`src/rtl/seq_mult4_if.sv`:
```
// Handshake and operand/result bundle for the seq_mult4 shift-and-add multiplier.
// The master side issues start with operands; the slave side returns product and status.
interface seq_mult4_if;
   logic       start;
   logic [3:0] A;
   logic [3:0] B;
   logic [7:0] P;
   logic       busy;
   logic       done;

   modport master (
      output start,
      output A,
      output B,
      input  P,
      input  busy,
      input  done
   );

   modport slave (
      input  start,
      input  A,
      input  B,
      output P,
      output busy,
      output done
   );
endinterface

```
`src/rtl/seq_mult4.sv`:
```
// Sequential 4x4 unsigned shift-and-add multiplier: one ripple add per clock, four
// iterations per product, start/busy/done handshake with fully registered outputs.
module seq_mult4 (
   input  logic         clk,
   input  logic         rst_n,
   seq_mult4_if.slave   bus
);

   localparam logic [1:0] ST_IDLE = 2'd0;
   localparam logic [1:0] ST_CALC = 2'd1;
   localparam logic [1:0] ST_DONE = 2'd2;

   logic [1:0] state_q, state_d;
   logic [3:0] m_q, m_d;
   logic [3:0] q_q, q_d;
   logic [3:0] acc_q, acc_d;
   logic [2:0] count_q, count_d;
   logic [7:0] p_q, p_d;
   logic       busy_q, busy_d;
   logic       done_q, done_d;

   logic [3:0] addend_s;
   logic [4:0] sum_s;

   // 4-bit ripple-carry adder; bit 4 of the result is the carry-out.
   function automatic logic [4:0] add4(input logic [3:0] x, input logic [3:0] y);
      logic [4:0] c;
      logic [3:0] s;
      c[0] = 1'b0;
      for (int i = 0; i < 4; i++) begin
         s[i]   = x[i] ^ y[i] ^ c[i];
         c[i+1] = (x[i] & y[i]) | (c[i] & (x[i] ^ y[i]));
      end
      return {c[4], s};
   endfunction

   // Datapath adder: accumulator high half plus the multiplicand gated by the current multiplier LSB.
   always_comb begin
      addend_s = q_q[0] ? m_q : 4'b0000;
      sum_s    = add4(acc_q, addend_s);
   end

   // Next-state logic; busy/done are computed one cycle early so they register alongside the state.
   always_comb begin
      state_d = state_q;
      m_d     = m_q;
      q_d     = q_q;
      acc_d   = acc_q;
      count_d = count_q;
      p_d     = p_q;
      busy_d  = 1'b0;
      done_d  = 1'b0;
      case (state_q)
         ST_IDLE: begin
            if (bus.start) begin
               m_d     = bus.A;
               q_d     = bus.B;
               acc_d   = 4'h0;
               count_d = 3'd0;
               state_d = ST_CALC;
               busy_d  = 1'b1;
            end else begin
               state_d = ST_IDLE;
            end
         end
         ST_CALC: begin
            // Carry-out shifts into ACC[3] and the sum LSB drops into the multiplier register.
            acc_d   = {sum_s[4], sum_s[3:1]};
            q_d     = {sum_s[0], q_q[3:1]};
            count_d = count_q + 3'd1;
            if (count_q == 3'd3) begin
               p_d     = {acc_d, q_d};
               state_d = ST_DONE;
               done_d  = 1'b1;
            end else begin
               state_d = ST_CALC;
               busy_d  = 1'b1;
            end
         end
         ST_DONE: begin
            state_d = ST_IDLE;
         end
         default: begin
            state_d = ST_IDLE;
            m_d     = 4'h0;
            q_d     = 4'h0;
            acc_d   = 4'h0;
            count_d = 3'd0;
         end
      endcase
   end

   // State and datapath registers with synchronous active-low reset.
   always_ff @(posedge clk) begin
      if (!rst_n) begin
         state_q <= ST_IDLE;
         m_q     <= 4'h0;
         q_q     <= 4'h0;
         acc_q   <= 4'h0;
         count_q <= 3'd0;
         p_q     <= 8'h00;
         busy_q  <= 1'b0;
         done_q  <= 1'b0;
      end else begin
         state_q <= state_d;
         m_q     <= m_d;
         q_q     <= q_d;
         acc_q   <= acc_d;
         count_q <= count_d;
         p_q     <= p_d;
         busy_q  <= busy_d;
         done_q  <= done_d;
      end
   end

   assign bus.P    = p_q;
   assign bus.busy = busy_q;
   assign bus.done = done_q;

endmodule

```
`src/flat_wrapper.sv`:
```
// flat-port wrapper written by rule: the top's interface ports become plain ports
module seq_mult4_flat 
  (clk, rst_n, bus_start, bus_A, bus_B, bus_P, bus_busy, bus_done);
  seq_mult4_if bus_i ();
  input  logic clk;
  input  logic rst_n;
  input wire logic [$bits(bus_i.start)-1:0] bus_start;
  input wire logic [$bits(bus_i.A)-1:0] bus_A;
  input wire logic [$bits(bus_i.B)-1:0] bus_B;
  output wire logic [$bits(bus_i.P)-1:0] bus_P;
  output wire logic [$bits(bus_i.busy)-1:0] bus_busy;
  output wire logic [$bits(bus_i.done)-1:0] bus_done;
  assign bus_i.start = bus_start;
  assign bus_i.A = bus_A;
  assign bus_i.B = bus_B;
  assign bus_P = bus_i.P;
  assign bus_busy = bus_i.busy;
  assign bus_done = bus_i.done;
  seq_mult4 u_core (.clk(clk), .rst_n(rst_n), .bus(bus_i));
endmodule
```
`config.mk`:
```
export PLATFORM = sky130hd
export DESIGN_NAME = seq_mult4_flat
export DESIGN_NICKNAME = d
export VERILOG_FILES = /design/src/rtl/seq_mult4_if.sv /design/src/rtl/seq_mult4.sv /design/src/flat_wrapper.sv
export SDC_FILE = /design/constraint.sdc
export NUM_CORES = 1
export LEC_CHECK = 0
export ABC_AREA = 1
export CORE_MARGIN = 2
export CORE_UTILIZATION = 54
export CTS_BUF_LIST = sky130_fd_sc_hd__clkbuf_8
export DETAILED_ROUTE_END_ITERATION = 12
export GPL_TIMING_DRIVEN = 0
export PLACE_DENSITY = 0.81
export SLEW_MARGIN = 20
export SYNTH_ARGS = -nofsm -noshare
export SYNTH_HDL_FRONTEND = slang
export SYNTH_SLANG_ARGS = --single-unit
```
`constraint.sdc`:
```
create_clock -name clk -period 3 [get_ports clk]
set_input_delay 0.3 -clock clk [delete_from_list [all_inputs] [get_ports clk]]
set_output_delay 0.3 -clock clk [all_outputs]
set_load 0.01 [all_outputs]
```
# Word-level counts from Yosys, hierarchy flattened
# Cells that the tools add are included.
# classes
add_sub_neg	1
n_eq_ne	4
n_mux	16
bitwise_logic	19
reduce_logical	6
# op_table
operator	count
one-hot mux 4 bit (3 select lines)	2
2-to-1 mux 4 bit	4
one-hot mux 3 bit (3 select lines)	1
one-hot mux 4 bit (2 select lines)	1
AND reduction 2 bit	4
AND 1 bit	7
XOR 1 bit	7
2-to-1 mux 1 bit	4
one-hot mux 2 bit (2 select lines)	1
adder 3 x 1 -> 3 bit (second input constant)	1
equality test 3 x 2 -> 1 bit (second input constant)	1
2-to-1 mux 3 bit	1
OR 1 bit	3
equality test 2 x 1 -> 1 bit (second input constant)	1
equality test 2 bit (second input constant)	1
zero test 2 bit	1
2-to-1 mux 2 bit	1
!= test 2 bit (second input constant)	1
NOT 1 bit	2
one-hot mux 1 bit (2 select lines)	1
OR reduction 2 bit	1
# word_totals
ff_bits	27

# Depth between registers and ports, before layout
# Gate-level depths: netlist of the first run.
# depth
depth_word	9
mapped_depth	12
ltp_nobuf	12

# Worst setup path after synthesis of the first run
# Ideal clock, no wire load.
# synth_path
path_kind	reg2reg
from	register u_core.q_q[0]
to	register u_core.acc_q[2]
setup_time_ns	0.113
arrival_time_ns	2.087
required_time_ns	2.887
setup_slack_ns	0.800
path_stages_with_launch	13
path_buffers	0
path_cell_list	dfxtp_1 nand2_1 inv_1 ha_1 inv_1 fa_1 fa_1 fa_1 inv_1 nand2_1 nand3_1 nand2_1 nor2_1
# synth_via
elab_chain_cells	8
# synth_lines
item	line	source
start, declared	seq_mult4.sv:15	logic [3:0] q_q, q_d;
start signal, assigned	seq_mult4.sv:107	q_q <= q_d;
2-to-1 mux 4 bit *	seq_mult4.sv:39	addend_s = q_q[0] ? m_q : 4'b0000;
AND 1 bit or XOR 1 bit (tied branches)	seq_mult4.sv:32	c[i+1] = (x[i] & y[i]) | (c[i] & (x[i] ^ y[i]));
AND 1 bit	seq_mult4.sv:32	
OR 1 bit	seq_mult4.sv:32	
AND 1 bit	seq_mult4.sv:32	
OR 1 bit	seq_mult4.sv:32	
XOR 1 bit *	seq_mult4.sv:31	s[i] = x[i] ^ y[i] ^ c[i];
one-hot mux 4 bit (3 select lines) *	seq_mult4.sv:53	case (state_q)
end signal, assigned	seq_mult4.sv:99	acc_q <= 4'h0;
end signal, assigned	seq_mult4.sv:108	acc_q <= acc_d;
end, declared	seq_mult4.sv:16	logic [3:0] acc_q, acc_d;
# Every way passes the cells marked *; elsewhere a longest branch is shown, timed or not.
# A chain may end at the register's enable or synchronous reset.

# Worst setup path in the final report of the first run
# Ends and elaborated chain as after synthesis.

==> impl_results.md, run 1 <==
* Drt total wl at between 2 and 3 mm
* Slew Limit Fails at 0
* Routed length per placed instance at 11.7 µm
* Worst path buffer plus inverter count at 3
* Met3 Use GR at approximately 2.6%
* Final core utilization at 69.7%
* First-pass GRT wire length at between 4 and 5 mm
* Vias/cell at between 5 and 6
* Synthesis warning total at 0
* Core area at 2190 µm²
* Most used routing layer: met2
* Final antenna-violating net count at 0
* Clock Skew at between 3 and 4 ps
* Mapped Cells at between 150 and 200
* Post-synth EDFFs at 0
* Post-synth top area share at about two fifths
* Sequential-to-total area share from yosys stat at around two fifths
* Root buf cell: clkbuf_8
* Max clock buf depth at 2
* I/O Pins at 21
* Synth top cells by count: nand2_1 (48), dfxtp_1 (26), inv_1 (23), nor2_1 (22), nand3_1 (16)
* Pleak at between 0.7 and 0.8 nW
* Setup CP Type: flip-flop to flip-flop
* Grt met1 use at 27.5%
* H-Tree Depth at 1
* Slowest-stage cell, CP: fa_1
* GR Overflow Total at 0
* Initial core utilization at 57.1%
* Met2 usage at between 30% and 40%
* CP cell instances: nand2_1 > inv_1 > ha_1 > inv_1 > fa_1 > fa_1 > fa_1 > inv_1 > nand2_1 > nand3_1 > nand2_1 > nor2_1
* Seq cells post-synth at 26
* Family with the most delay on the worst path: adder cells
* Predominant post-synthesis flop cell: dfxtp_1
* Sequential cell area at between 500 and 600 µm²
* CTS Hold Bufs at 0
* Post-DP HPWL at between 1.5 and 2 mm
* Residual DRC at 0
* GP Congestion at 0.792
* Port Buffers at 20
* Total track usage at a little over a fifth
* Max Cap Viol at 0
* Hold Vio Cnt, Final at 0
* Initial DRT Pass Iterations at 4
* Routed via count at roughly 1,100
* Syn Std Cell Area at about 1200 µm²
* Diodes inserted at 0
* Share of flip-flops with an asynchronous set or reset at 0%
* Initial antenna violation count at 0
* Synth area leaders: dfxtp_1 (42%), nand2_1 (14%), inv_1 (6.9%)
* Crit path DAT at between 2000 and 3000 ps
* CTS tree: done
* CTS Sinks at 26
* Die width at 52.1 µm
* Fin nets at around 210
* Final worst path period need at 2450 ps
* Max Fclk at 409 MHz
* Syn_area_per_cell at about 7.4 µm²
* Worst Path Required at 3170 ps
* Power after layout at 0.678 mW
* Crit. End Element: flip-flop
* CTS Buf Count at 3
* Post_cts resized at 0
* Area leader, netlist: dfxtp_1
* Setup violations, final at 0
* Critical Path Max Stage Delay at 540 ps
* Power per cell area at around 440 nW/µm²
* Largest net degree at the start of global routing at 14
* Setup_tns at 0 ps
* CP max FO at 5
* Library cells used by synthesis at 16
* Reg clk slew, reported paths at ~80 ps
* Fin crit share at between 80% and 90%
* Area occupied by multi-input gates at about 600 µm²
* Most numerous cell in the Yosys netlist: nand2_1
* # rows at 17
* RSZ-0062 raised after global routing: no
* Slew @ Worst Pin at around 500 ps
* Area delta synth->final at 22.1%
* Setup crit start kind: flip-flop
* Slew HR at about two thirds
* HP Class: flip-flop to flip-flop
* FILL cells at between 150 and 200
* Number of post-CTS setup repair buffers at 0
* Mapped Nets at 189
* Fraction of layout instances using a drive strength above 1 at around 5.7%
* Die height at between 50 and 60 µm
* Peak VDD IR at between 0.2 and 0.3 mV
* Skew-Pair Late Insertion Delay at 260 ps
* Vias in the first global route at around 940
* Drt first-iter violations at 32
* Status: completed
* Die ar. at ~2700 µm²
==> worst register-to-register path, stage by stage (launching register included) <==
cell and delay (ps):
dfxtp_1 420, nand2_1 80, inv_1 70, ha_1 150, inv_1 50, fa_1 370
fa_1 390, fa_1 540, inv_1 50, nand2_1 50, nand3_1 70, nand2_1 70
nor2_1 40
==> layout by cell type, fill, tap and decap left out <==
master	netlist	routed
a21oi_1	5	5
buf_2	1	1
buf_4	2	2
clkbuf_1	1	1
clkbuf_8	0	3
clkdlybuf4s50_1	0	20
dfxtp_1	26	26
fa_1	3	3
ha_1	6	6
inv_1	23	23
inv_2	2	2
inv_6	1	1
nand2_1	48	48
nand2_8	2	2
nand3_1	16	16
nand4_1	4	4
nor2_1	22	22
o21ai_0	7	7
==> per-stage QoR <==
stage	setup slack [ps]	std cells	hold WS, ps	area [µm²]
4_1_cts	563	220	482	1530
3_5_place_dp	581	217	468	1490
6_report	553	220	482	1530
2_1_floorplan	800	169	441	1250
5_1_grt	442	220	494	1530
3_3_place_gp	653	217	455	1490
==> state kept, by name, summed over array words and instances, names as in the netlist <==
name / cells
u_core.count_q: 3
u_core.bus.P: 8
u_core.bus.done: 1
u_core.acc_q: 4
u_core.m_q: 4
u_core.state_q: 2
u_core.q_q: 4
==> final timing paths <==
path | start | to | slack [ps] | depth (start not counted)
max reg2reg | u_core.q_q[0] | u_core.acc_q[2] | 550 | 12
max | u_core.q_q[0] | u_core.acc_q[2] | 550 | 12
min reg2reg | u_core.m_q[1] | u_core.m_q[1] | 480 | 2
min | u_core.m_q[1] | u_core.m_q[1] | 480 | 2
==> cell type report <==
type | instances | area share (%)
multi-input combinational | 113 | 39.5
timing repair buffer | 20 | 13.1
tap | 28 | 2.30
inverter | 26 | 6.72
buffer | 4 | 1.56
clock buffer | 3 | 2.70
sequential | 26 | 34.1
==> logic make-up after synthesis <==
| group | count (synthesis) | synth area share (%) |
|---|---|---|
| AND/OR/NAND/NOR | 92 | 32.6 |
| buffers and inverters | 30 | 10.1 |
| flip-flops | 26 | 41.6 |
| AO/OA/AOI/OAI | 12 | 4.80 |
| adder cells (fa/ha/maj) | 9 | 10.8 |
==> routing by layer <==
metal / vias to the layer above / part of all wire (%)
met2: 33 / 49
li1: 570 / -
met5: - / 0
met4: 0 / 2.3
met3: 9 / 3.5
met1: 497 / 45
==> power breakdown <==
part | internal (mW) | leakage, nW | switching (mW)
clock network | 0.0898 | 0.0216 | 0.101
logic | 0.0479 | 0.476 | 0.0671
registers | 0.362 | 0.212 | 0.0108
total | 0.499 | 0.710 | 0.179
Note: power is estimated with default switching activity, not from simulation.
==> run 2: changes to the inputs <==
==> constraint.sdc (replaced) <==
create_clock -name clk -period 2.4 [get_ports clk]
set_input_delay 0.24 -clock clk [delete_from_list [all_inputs] [get_ports clk]]
set_output_delay 0.24 -clock clk [all_outputs]
set_load 0.01 [all_outputs]
==> impl_results.md, run 2 (synthesized netlist as in run 1, its figures left out) <==
* Worst r2r src: u_core.q_q[0]
* Fin crit share at 98.7% (+17 points)
* First-pass GRT wire length at 4.14 mm (unchanged)
* CTS Sinks at 26 (unchanged)
* Reg clk slew, reported paths at 90 ps (about the same)
* CTS tree: done
* Pleak at 0.718 nW (+1.1%)
* CTS Buf Count at 3 (unchanged)
* Core area at 2190 µm² (unchanged)
* CTS Hold Bufs at 0 (unchanged)
* Most common cell after layout, fill and taps aside: nand2_1
* # rows at 17 (unchanged)
* Root buf cell: clkbuf_8
* Status: completed
* Clock Skew at 6.39 ps (+3.19 ps)
* Power after layout at 0.856 mW (+26%)
* Max Cap Viol at 0 (unchanged)
* Die ar. at 2720 µm² (unchanged)
* Setup WS post-layout at 31.7 ps (-522 ps)
* Fraction of layout instances using a drive strength above 1 at 10.3% (+4.6 points)
* Skew-Pair Late Insertion Delay at 270 ps (about the same)
* Reg2reg end: u_core.acc_q[2]
* Crit path DAT at 2530 ps (-80 ps)
* Initial DRT Pass Iterations at 4 (unchanged)
* Hold Path Stages at 2 (unchanged)
* Setup crit start kind: flip-flop
* Reg2Reg Setup Slack at 30 ps (-520 ps)
* Vias in the first global route at 941 (unchanged)
* Most used routing layer: met2
* Setup CP Type: flip-flop to flip-flop
* Initial antenna violation count at 0 (unchanged)
* FILL cells at 172 (-5.0%)
* Area occupied by multi-input gates at 623 µm² (+3.3%)
* Residual DRC at 0 (unchanged)
* CP max FO at 4 (-1)
* GP Congestion at 0.792 (unchanged)
* Diodes inserted at 0 (unchanged)
* Slew HR at 67.4% (+0.47 points)
* Max clock buf depth at 2 (unchanged)
* I/O Pins at 21 (unchanged)
* Post-DP HPWL at 1.97 mm (unchanged)
* Total track usage at 20.9% (unchanged)
* Drt first-iter violations at 19 (-41%)
* HP Class: flip-flop to flip-flop
* Routed via count at 1,127 (+1.6%)
* Worst Path Required at 2560 ps (-610 ps)
* Largest net degree at the start of global routing at 14 (unchanged)
* Final worst path period need at 2370 ps (-78.4 ps)
* Area delta synth->final at 25.2%
* Fin nets at 216 (+0.93%)
* RSZ-0062 raised after global routing: yes
* Initial core utilization at 57.1% (unchanged)
* Die width at 52.1 µm (unchanged)
* Sequential cell area at 524 µm² (+0.72%)
* Post-Place Setup Slack at -19.5 ps (-600 ps)
* Largest register FFs at 8 (unchanged)
* Drt total wl at 2.68 mm (+3.6%)
* Max Fclk at 422 MHz (+3.3%)
* GR Overflow Total at 0 (unchanged)
* Peak VDD IR at 0.343 mV (+24%)
* Hold Vio Cnt, Final at 0 (unchanged)
* R2R cell count at 12 (unchanged)
* Power per cell area at 547 nW/µm² (+23%)
* Setup violations, final at 0 (unchanged)
* Vias/cell at 5.08 (+0.71%)
* Most frequent cells in the layout: nand2_1 (47), dfxtp_1 (25), nor2_1 (22)
* Final antenna-violating net count at 0 (unchanged)
* Die height at 52.1 µm (unchanged)
* Hold Crit Start: u_core.m_q[3]
* Port Buffers at 20 (unchanged)
* Slew @ Worst Pin at 490 ps (-7.01 ps)
* H-Tree Depth at 1 (unchanged)
* Grt met1 use at 27.5% (unchanged)
* Slew Limit Fails at 0 (unchanged)
* Met3 Use GR at 2.59% (unchanged)
* Met2 usage at 33.8% (unchanged)
* Routed length per placed instance at 12.1 µm (+2.7%)
* Hold endpoint: u_core.m_q[3]
* Crit. End Element: flip-flop
## run 2: cell types whose count changed in the layout (fill, tap and decap cells not counted), sizes merged
cell  previous run  this run
buf              3         5
## run 2: report_power, final
group          switching [mW]  internal, mW
Combinational          0.0864        0.0648
Sequential             0.0145         0.452
Clock                   0.125         0.112
Total                   0.226         0.629
## run 2: through the flow
step | setup TNS, ps | instance area (µm²) | cells | hold WS [ps] | utilization [%]
6_report | 0 | 1570 | 222 | 475 | 71.4
4_1_cts | 0 | 1530 | 220 | 482 | 69.7
5_1_grt | -62.7 | 1570 | 222 | 507 | 71.4
2_1_floorplan | 0 | 1250 | 169 | 388 | -
3_5_place_dp | -19.5 | 1490 | 217 | 468 | 67.8
3_3_place_gp | 0 | 1490 | 217 | 455 | 67.8
## run 2: what timing repair did
action | 4_1_cts | 5_1_grt
setup buffers | 0 | 2
endpoints found under the hold margin | 0 | 0
resized for setup | 1 | 8
pin swaps | 0 | 5
endpoints found under the setup margin | 1 | 1
## run 2: worst max path at each step
stage / startpoint / end / slack (ps) / depth (start not counted)
after CTS: u_core.q_q[0] / u_core.acc_q[2] / 30 / 12
after global placement: u_core.q_q[0] / u_core.acc_q[2] / 50 / 12
final: u_core.q_q[0] / u_core.acc_q[2] / 30 / 12
after floorplan: u_core.q_q[0] / u_core.acc_q[2] / 200 / 12
after detailed placement: u_core.q_q[0] / u_core.acc_q[2] / -20 / 12
after global routing: u_core.q_q[0] / u_core.acc_q[2] / -60 / 12
## run 2: final cells by class
class	instances	area share, %
Buffer	4	1.52
Clock buffer	3	2.64
Inverter	26	6.55
Multi-Input combinational cell	113	39.8
Sequential cell	26	33.5
Tap cell	28	2.24
Timing Repair Buffer	22	13.7
## run 2: critical path, stage by stage, from the launching register on
cell and delay (ps):
dfxtp_4 380, nand2_2 50, inv_2 70, ha_4 120, inv_2 40, fa_2 380, fa_2 370, fa_1 570
inv_1 50, nand2_1 50, nand3_1 80, nand2_1 70, nor2_1 50
## run 2: metal layers
| metal | share of wire, % | vias up | routed length (µm) |
|---|---|---|---|
| li1 | - | 576 | - |
| met1 | 44 | 501 | 1180 |
| met2 | 49 | 39 | 1320 |
| met3 | 4.2 | 11 | 113 |
| met4 | 2.3 | 0 | 61 |
| met5 | 0 | - | 0 |
==> run 3: changes to the inputs <==
--- a/config.mk
+++ b/config.mk
@@ -5,7 +5,6 @@
 export SDC_FILE = /design/constraint.sdc
 export NUM_CORES = 1
 export LEC_CHECK = 0
-export ABC_AREA = 1
 export CORE_MARGIN = 2
 export CORE_UTILIZATION = 54
 export CTS_BUF_LIST = sky130_fd_sc_hd__clkbuf_8
==> impl_results.md, run 3 <==
* Core area at 2170 µm² (-0.97%)
* Die ar. at 2650 µm² (-2.5%)
* Initial DRT Pass Iterations at 6 (+2)
* Residual DRC at 0 (unchanged)
* CTS Sinks at 26 (unchanged)
* Skew-Pair Late Insertion Delay at 260 ps (about the same)
* Crit path capture: u_core.acc_q[2]
* Max Fclk at 437 MHz (+3.6%)
* Setup violations, final at 0 (unchanged)
* Predominant post-synthesis flop cell: dfxtp_1
* Most frequent cells in the layout: nand2_1 (27), dfxtp_1 (25), clkdlybuf4s50_1 (20)
* Largest register FFs at 8 (unchanged)
* Drt first-iter violations at 11 (-8)
* Vias/cell at 5.54 (+9.1%)
* Critical Path Max Stage Delay at 450 ps (-120 ps)
* Critical Path Source: u_core.q_q[0]
* Fraction of layout instances using a drive strength above 1 at 9.03% (-1.3 points)
* Crit. End Element: flip-flop
* R2R cell count at 8 (-4)
* Post-DP HPWL at 1.89 mm (-4.3%)
* Fin nets at 177 (-18%)
* GP Congestion at 0.816 (+2.9%)
* Slowest-stage cell, CP: fa_1
* Setup_tns at 0 ps (unchanged)
* Final worst path period need at 2290 ps (-82.1 ps)
* RSZ-0062 raised after global routing: no
* Family with the most delay on the worst path: adder cells
* Share of flip-flops with an asynchronous set or reset at 0% (unchanged)
* Total track usage at 22.7% (+1.8 points)
* Diodes inserted at 0 (unchanged)
* Pleak at 0.585 nW (-18%)
* Setup CP Type: flip-flop to flip-flop
* Syn_area_per_cell at 9.21 µm² (+25%)
* Vias in the first global route at 1,064 (+13%)
* Worst Path Required at 2600 ps (+40 ps)
* GR Overflow Total at 0 (unchanged)
* HP Class: flip-flop to flip-flop
* Fin crit share at 95.3% (-3.4 points)
* Synth top cells by count: nand2_1 (27), dfxtp_1 (26), o211ai_1 (9), inv_1 (7)
* Reg clk slew, reported paths at 80 ps (about the same)
* Routed length per placed instance at 13.7 µm (+14%)
* Most frequent CP cell: fa_1
* Clock Skew at 1.79 ps (-4.60 ps)
* Root buf cell: clkbuf_8
* Area leader, netlist: dfxtp_1
* Slew Limit Fails at 0 (unchanged)
* Critical path depth at 8 (-4)
* Die width at 51.5 µm (-1.3%)
* Reg2Reg Setup Slack at 110 ps (+80 ps)
* CP max FO at 5 (+1)
* Initial antenna violation count at 0 (unchanged)
* I/O Pins at 21 (unchanged)
* Port Buffers at 20 (unchanged)
* Reg2reg end: u_core.acc_q[2]
* H-Tree Depth at 1 (unchanged)
* Die height at 51.5 µm (-1.3%)
* Synth area leaders: dfxtp_1 (43%), nand2_1 (8.3%), ha_1 (6.2%)
* Routed via count at 1,014 (-10%)
* Initial core utilization at 56.1% (-1.0 points)
* Power per cell area at 521 nW/µm² (-4.7%)
* Slew HR at 68.2% (+0.85 points)
* FILL cells at 185 (+7.6%)
* Worst r2r src: u_core.q_q[0]
* Drt total wl at 2.50 mm (-6.4%)
* Largest net degree at the start of global routing at 14 (unchanged)
* Area post-placement at 1450 µm² (-2.3%)
* Max clock buf depth at 2 (unchanged)
* Hold Vio Cnt, Final at 0 (unchanged)
* Library cells used by synthesis at 26 (+10)
* Post-synth top area share at 42.8% (+1.2 points)
* Post-synth EDFFs at 0 (unchanged)
* Peak VDD IR at 0.513 mV (+50%)
* Most common cell after layout, fill and taps aside: nand2_1
* CTS Buf Count at 3 (unchanged)
* Slew @ Worst Pin at 477 ps (-12.8 ps)
* Most numerous cell in the Yosys netlist: nand2_1
* Sequential-to-total area share from yosys stat at 42.8% (+1.2 points)
* # rows at 17 (unchanged)
* Mapped Nets at 152 (-20%)
* Area delta synth->final at 23.0%
* Seq cells post-synth at 26 (unchanged)
* Setup crit start kind: flip-flop
* Mapped Cells at 132 (-22%)
* Max Cap Viol at 0 (unchanged)
* Final antenna-violating net count at 0 (unchanged)
* Status: completed
* First-pass GRT wire length at 4.46 mm (+7.7%)
* CP cell instances: and2_1 > ha_1 > inv_1 > fa_1 > fa_1 > fa_1 > nand3b_1 > o21ai_1
* CTS tree: done
* Worst path buffer plus inverter count at 1 (-2)
* Crit path DAT at 2490 ps (-40 ps)
* Design Area, Final at 1500 µm² (-4.4%)
* Synthesis warning total at 0 (unchanged)
* Syn Std Cell Area at 1220 µm² (-2.7%)
[run 3: cell types whose count changed in the layout (fill, tap and decap cells not counted), moves of 5 or more]
cell	delta
o21ai_1	+5
buf_2	+5
nand2_1	-20
a21oi_1	-5
inv_1	-14
a21boi_0	+5
nand3b_1	+6
nor2_1	-21
o211ai_1	+9
nand3_1	-15
[run 3: cell families (layout without fill, tap and decap cells)]
group / Yosys count / in the layout / synth area share [%]
adder cells (fa/ha/maj): 9 / 9 / 11.1
flip-flops: 26 / 26 / 42.8
AO/OA/AOI/OAI: 35 / 35 / 20.2
AND/OR/NAND/NOR: 44 / 44 / 18.4
buffers and inverters: 16 / 39 / 5.87
multiplexers: 2 / 2 / 1.65
[run 3: power breakdown]
part	internal (mW)	total, mW	switching [mW]
registers	0.443	0.451	0.00836
clock network	0.112	0.238	0.126
logic	0.0428	0.0903	0.0474
[run 3: stage by stage]
stage	utilization (%)	setup WS (ps)	cells	total power, mW	hold slack [ps]
after floorplan	-	226	132	0.514	390
after global placement	66.9	129	180	0.549	448
after detailed placement	66.9	73.4	180	0.551	457
after CTS	68.8	35.3	183	0.785	470
after global routing	69.0	1.57	183	0.817	485
final	69.0	114	183	0.779	466
[run 3: area by class of cell]
cell class	count	area (µm²)	area share, %
buffer	9	45.0	3.01
clock buffer	3	41.3	2.76
inverter	7	26.3	1.76
multi-input combinational	90	624	41.7
sequential	26	524	35.0
tap	28	35.0	2.34
timing repair buffer	20	200	13.4
[run 3: worst min-delay path by stage]
stage                      startpoint           endpoint  slack (ps)  cells past startpoint
finish              u_core.count_q[2]  u_core.count_q[2]         470                      2
global route            u_core.m_q[0]      u_core.m_q[0]         490                      2
CTS                     u_core.m_q[0]      u_core.m_q[0]         470                      2
detailed placement      u_core.m_q[0]      u_core.m_q[0]         460                      2
global placement    u_core.count_q[2]  u_core.count_q[2]         450                      2
floorplan                    bus_A[0]      u_core.m_q[0]         390                      2
[run 3: what timing repair did]
action	in CTS	in global routing
hold buffers	0	0
resized for setup	0	3
endpoints found under the setup margin	0	3
hold endpoints to repair	0	0
buffers inserted	0	0
[run 3: layer usage]
layer | vias up | global-route usage, % | part of all wire [%]
met1 | 481 | 25.2 | 45
met3 | 6 | 5.85 | 3.8
met2 | 24 | 40.4 | 50
li1 | 503 | - | -
met5 | - | 0 | 0
met4 | 0 | 10.1 | 1.3
[run 3: tightest hold or removal path: cells and delay by family, from the launching register on]
family        cells  cell delay [ps]
mux               1               60
flops             1              310
simple gates      1               50
